### config.mk
export PLATFORM = sky130hd
export DESIGN_NAME = ps2_key_ctrl
export DESIGN_NICKNAME = d
export VERILOG_FILES = /design/src/rtl/ps2_pkg.sv /design/src/rtl/ps2_code_classify.sv /design/src/rtl/ps2_key_ctrl.sv
export SDC_FILE = /design/constraint.sdc
export NUM_CORES = 1
export LEC_CHECK = 0
export CAP_MARGIN = 10
export CORE_ASPECT_RATIO = 0.9
export CORE_UTILIZATION = 30
export CTS_CLUSTER_DIAMETER = 150
export DETAILED_ROUTE_END_ITERATION = 6
export PLACE_DENSITY_LB_ADDON = 0.15
export SYNTH_ARGS = -nofsm -noshare
export SYNTH_HDL_FRONTEND = slang
export SYNTH_HIERARCHICAL = 1
export SYNTH_SLANG_ARGS = --single-unit
### constraint.sdc
create_clock -name i_clk -period 3.5 [get_ports i_clk]
set_input_delay 0.875 -clock i_clk [delete_from_list [all_inputs] [get_ports i_clk]]
set_output_delay 0.875 -clock i_clk [all_outputs]
set_load 0.02 [all_outputs]
### src/rtl/ps2_pkg.sv
// Shared constants and types for the PS/2 scan-code consumer: prefix codes,
// sequencer state encodings and the byte-class enum.
package ps2_pkg;

  localparam logic [7:0] PS2_CODE_EXT   = 8'hE0;
  localparam logic [7:0] PS2_CODE_BREAK = 8'hF0;

  localparam logic [1:0] S_IDLE = 2'd0;
  localparam logic [1:0] S_POP  = 2'd1;
  localparam logic [1:0] S_GAP  = 2'd2;

  typedef enum logic [1:0] {
    CLS_EXT = 2'd0,
    CLS_BRK = 2'd1,
    CLS_KEY = 2'd2
  } byte_cls_e;

endpackage

### src/rtl/ps2_code_classify.sv
// Combinational scan-code byte classifier: extended prefix, break prefix or key code.
module ps2_code_classify
  import ps2_pkg::*;
(
  input  logic [7:0] i_byte,
  output byte_cls_e  o_cls
);

  always_comb begin
    o_cls = CLS_KEY;
    if (i_byte == PS2_CODE_EXT) begin
      o_cls = CLS_EXT;
    end else if (i_byte == PS2_CODE_BREAK) begin
      o_cls = CLS_BRK;
    end
  end

endmodule

### src/rtl/ps2_key_ctrl.sv
// PS/2 receiver FIFO consumer: pops bytes, parses E0/F0 sequences, tracks the
// held key, pulses press/release and counts presses modulo COUNT_MAX+1.
module ps2_key_ctrl
  import ps2_pkg::*;
#(
  parameter int COUNT_MAX = 99,
  parameter int COUNT_W   = 8
) (
  input  logic               i_clk,
  input  logic               i_clr_n,
  input  logic [7:0]         i_ps2_data,
  input  logic               i_ps2_ready,
  input  logic               i_ps2_overflow,
  output logic               o_nextdata_n,
  output logic [7:0]         o_key_code,
  output logic               o_key_ext,
  output logic               o_key_valid,
  output logic               o_key_press,
  output logic               o_key_release,
  output logic [COUNT_W-1:0] o_press_count,
  output logic               o_overflow_err
);

  // Handshake: a byte is taken when i_ps2_ready=1 in S_IDLE; o_nextdata_n is then
  // low for exactly one cycle (S_POP) and high for one more (S_GAP) before the
  // next i_ps2_ready sample, giving the receiver time to advance its pointer.

  logic [1:0]         r_state;
  logic               r_nextdata_n;
  logic [7:0]         r_key_code;
  logic               r_key_ext;
  logic               r_key_valid;
  logic               r_key_press;
  logic               r_key_release;
  logic [COUNT_W-1:0] r_press_count;
  logic               r_ovf_err;
  logic               r_brk;
  logic               r_ext;

  byte_cls_e          w_cls;
  logic               w_brk_eff;
  logic               w_ext_eff;
  logic               w_match;
  logic [COUNT_W-1:0] w_count_next;

  ps2_code_classify u_classify (
    .i_byte (i_ps2_data),
    .o_cls  (w_cls)
  );

  // An overflow in the capture cycle discards any pending prefix first.
  assign w_brk_eff = r_brk & ~i_ps2_overflow;
  assign w_ext_eff = r_ext & ~i_ps2_overflow;
  assign w_match   = r_key_valid && (i_ps2_data == r_key_code) && (w_ext_eff == r_key_ext);

  assign w_count_next = (r_press_count == COUNT_W'(COUNT_MAX)) ? '0
                                                                : r_press_count + 1'b1;

  always_ff @(posedge i_clk) begin
    if (!i_clr_n) begin
      r_state       <= S_IDLE;
      r_nextdata_n  <= 1'b1;
      r_key_code    <= 8'h00;
      r_key_ext     <= 1'b0;
      r_key_valid   <= 1'b0;
      r_key_press   <= 1'b0;
      r_key_release <= 1'b0;
      r_press_count <= '0;
      r_ovf_err     <= 1'b0;
      r_brk         <= 1'b0;
      r_ext         <= 1'b0;
    end else begin
      r_key_press   <= 1'b0;
      r_key_release <= 1'b0;
      if (i_ps2_overflow) begin
        r_ovf_err <= 1'b1;
        r_brk     <= 1'b0;
        r_ext     <= 1'b0;
      end

      case (r_state)
        S_IDLE: begin
          if (i_ps2_ready) begin
            r_state      <= S_POP;
            r_nextdata_n <= 1'b0;
            unique case (w_cls)
              CLS_EXT: r_ext <= 1'b1;
              CLS_BRK: r_brk <= 1'b1;
              default: begin
                r_brk <= 1'b0;
                r_ext <= 1'b0;
                if (w_brk_eff) begin
                  if (w_match) begin
                    r_key_valid   <= 1'b0;
                    r_key_release <= 1'b1;
                  end
                end else if (!w_match) begin
                  r_key_code    <= i_ps2_data;
                  r_key_ext     <= w_ext_eff;
                  r_key_valid   <= 1'b1;
                  r_key_press   <= 1'b1;
                  r_press_count <= w_count_next;
                end
              end
            endcase
          end
        end
        S_POP: begin
          r_state      <= S_GAP;
          r_nextdata_n <= 1'b1;
        end
        S_GAP: begin
          r_state <= S_IDLE;
        end
        default: begin
          r_state      <= S_IDLE;
          r_nextdata_n <= 1'b1;
        end
      endcase
    end
  end

  assign o_nextdata_n   = r_nextdata_n;
  assign o_key_code     = r_key_code;
  assign o_key_ext      = r_key_ext;
  assign o_key_valid    = r_key_valid;
  assign o_key_press    = r_key_press;
  assign o_key_release  = r_key_release;
  assign o_press_count  = r_press_count;
  assign o_overflow_err = r_ovf_err;

endmodule

==> out/qor.txt <==
Status: finished clean
Data required time of the critical path: 3.70 ns
Lkg Pwr: 0.556 nW
Number of max-cap violations: 0
Worst VDD drop: 0.206 mV
DRT Pass-1 Iters: 4
FF-to-FF setup slack: 1.35 ns
Slew Limit Fails: 0
Via count: 1012
Detailed-route wire length per cell: 12.2 um
DIE AREA: 0.00424 mm^2
Part of the power in registers: 51.7%
Crit end category: flip-flop
Postcts setup bufs: 0
Routed WL: 2590 um
Initial drt markers: 43
Synthesized Nets: 146
Post-Route Utilization: 43.3%
Number of global-route vias before repair: 923
Layout fillers: 364
CTS buffer count: 3
NetSw: 0.000159 W
Count leader, synth: nand2_1
Final RePlAce weighted congestion: 0.763
Mapped cell area: 0.00120 mm^2
# H-tree levels: 1
Fin Clk Skew: 0.00358 ns
RSZ-0062 raised after global routing: no
DP Area: 0.00157 mm^2
Initial antenna violation count: 0
Clk_lat worst skew: 0.27 ns
Top cell types by occurrence after synthesis: nand2_1 (28), dfxtp_1 (26), xnor2_1 (15)
Crit path kind: input port to flip-flop
Max Fanout on Critical Path: 4
HP Class: flip-flop to flip-flop
DR vias/cell: 4.75
Main area contributors after synthesis: dfxtp_1 (44%), xnor2_1 (11%), nand2_1 (8.8%)
Final setup viols: 0
Die Ht: 61.9 um
Final Cell Area: 0.00163 mm^2
Synthesized area per cell: 9.06 um^2
Global route total overflow: 0
Synth Register Bits: 26
Clock power share: 30.7%
Slew @ Worst Pin: 0.654 ns
CTS Root Cell: clkbuf_8
First-pass GRT wire length: 4090 um
Final period util: 84.5%
Area delta synth->final: 36.1%
Peak Freq: 338 MHz
CTS Buffer Depth: 2
Seq/Total Area, Yosys: 43.5%
FP Rows: 21
Max_slew headroom: 56.3%
Port Buffer Count: 33
PD cells: 383 mW/mm^2
Final ANT Viol Nets: 0
Nets@finish: 182
Die Width: 68.6 um
Gr usage total: 13.3%
Async S/R FF share, synth: 0%
Drt drc: 0
Hpwl dp: 1950 um
Critical Path Start Type: input port
Core ar.: 0.00376 mm^2
Final hold vios: 0
Gate Count Post-Synth: 132
Sw Share: 25.5%
Share of cells above drive strength 1: 7.19%
Total negative setup slack: 0 ns
CP Data Arrival Time: 3.16 ns
Number of flops mapped to enable cells by yosys: 0
I/O pins: 34
Tmin final: 2.96 ns
Largest net degree at the start of global routing: 20
Main synth FF type: dfxtp_1
Diodes inserted: 0
Sinks on Clock Net: 26
Clock transition at path regs: 0.09 ns
Starting Density: 31.8%
Area share of the largest cell type after synthesis: 43.5%
Ys Warns: 6
Share of power burned in combinational logic: 17.6%
CTS tree: yes
Leading area contributor after synthesis: dfxtp_1
Hold_buf cts: 0
Yosys cell types: 32
# resized after CTS: 0
Power Internal: 0.000465 W
## kinds of logic (layout without fill, tap and decap cells)
family                     count (synthesis)  count (layout)  share of synthesized area (%)
AOI/OAI and AO/OA                         19              19                           12.6
adders and majority gates                  2               2                           2.09
DFF                                       26              26                           43.5
xor gates and xnor gates                  15              15                           11.0
and+or+nand+nor                           65              65                           28.7
buffers and inverters                      5              40                           2.20
## placed cells by master (no fill, tap or decap), types with 2 or more instances in the layout
cell,n
a21boi_0,9
a21oi_1,2
and3_1,3
clkbuf_8,4
clkdlybuf4s50_1,33
dfxtp_1,26
ha_1,2
inv_1,2
nand2_1,28
nand2b_1,2
nand3_1,7
nand4_1,2
nor2_1,9
nor3_1,3
nor4_2,2
o21ai_0,2
xnor2_1,15
## cell type report
class,count,area (um^2),area share (%)
Clock buffer,4,55.1,3.38
Sequential cell,26,520,32.0
Timing Repair Buffer,34,338,20.8
Inverter,2,7.51,0.461
Multi-Input combinational cell,101,649,39.9
Tap cell,46,57.6,3.54
## power by group through the flow
stage	Clock, W	Combinational, W	Sequential [W]
after floorplan	0	0.0000474	0.000342
after global placement	0	0.000110	0.000329
after detailed placement	0	0.000111	0.000329
after CTS	0.000198	0.000111	0.000322
after global routing	0.000214	0.000119	0.000325
final	0.000192	0.000110	0.000322
## per-layer routing
metal	up-vias	global-route usage, %	share of wire (%)
met3	2	4.38	4.7
met5	-	0	0
met4	0	3.57	0.89
met2	26	21.6	45
li1	519	-	-
met1	465	16.9	50
## per-stage QoR
step	instances	setup slack [ns]	hold slack, ns	total power, W
6_report	213	0.542	0.455	0.000624
3_3_place_gp	209	0.335	0.420	0.000439
5_1_grt	213	0.408	0.471	0.000659
3_5_place_dp	209	0.258	0.436	0.000440
2_1_floorplan	132	0.892	0.405	0.000389
4_1_cts	213	0.539	0.450	0.000632
## final timing paths
| check | startpoint | endpoint | cells past startpoint |
|---|---|---|---|
| worst min register to register | r_state[1] | r_state[1] | 1 |
| worst max-delay path | i_ps2_overflow | o_press_count[7] | 9 |
| worst max register to register | o_key_code[3] | o_press_count[7] | 8 |
| worst min-delay path | r_state[1] | r_state[1] | 1 |
## state kept, by name, indices dropped and copies added (netlist names)
name	count
o_key_code	8
r_state	2
o_key_valid	1
o_key_ext	1
r_brk	1
o_overflow_err	1
o_key_press	1
o_press_count	8
o_key_release	1
r_ext	1
o_nextdata_n	1
## critical path, cell delays in order
cell and delay, ns:
clkdlybuf4s50_1 0.43, nand2b_1 0.20, xnor2_1 0.15, or4_1 0.58, ha_1 0.26, nand2_1 0.20
nor4_4 0.09, a31o_2 0.26, a21oi_1 0.11
(Power assumes the default switching activity.)
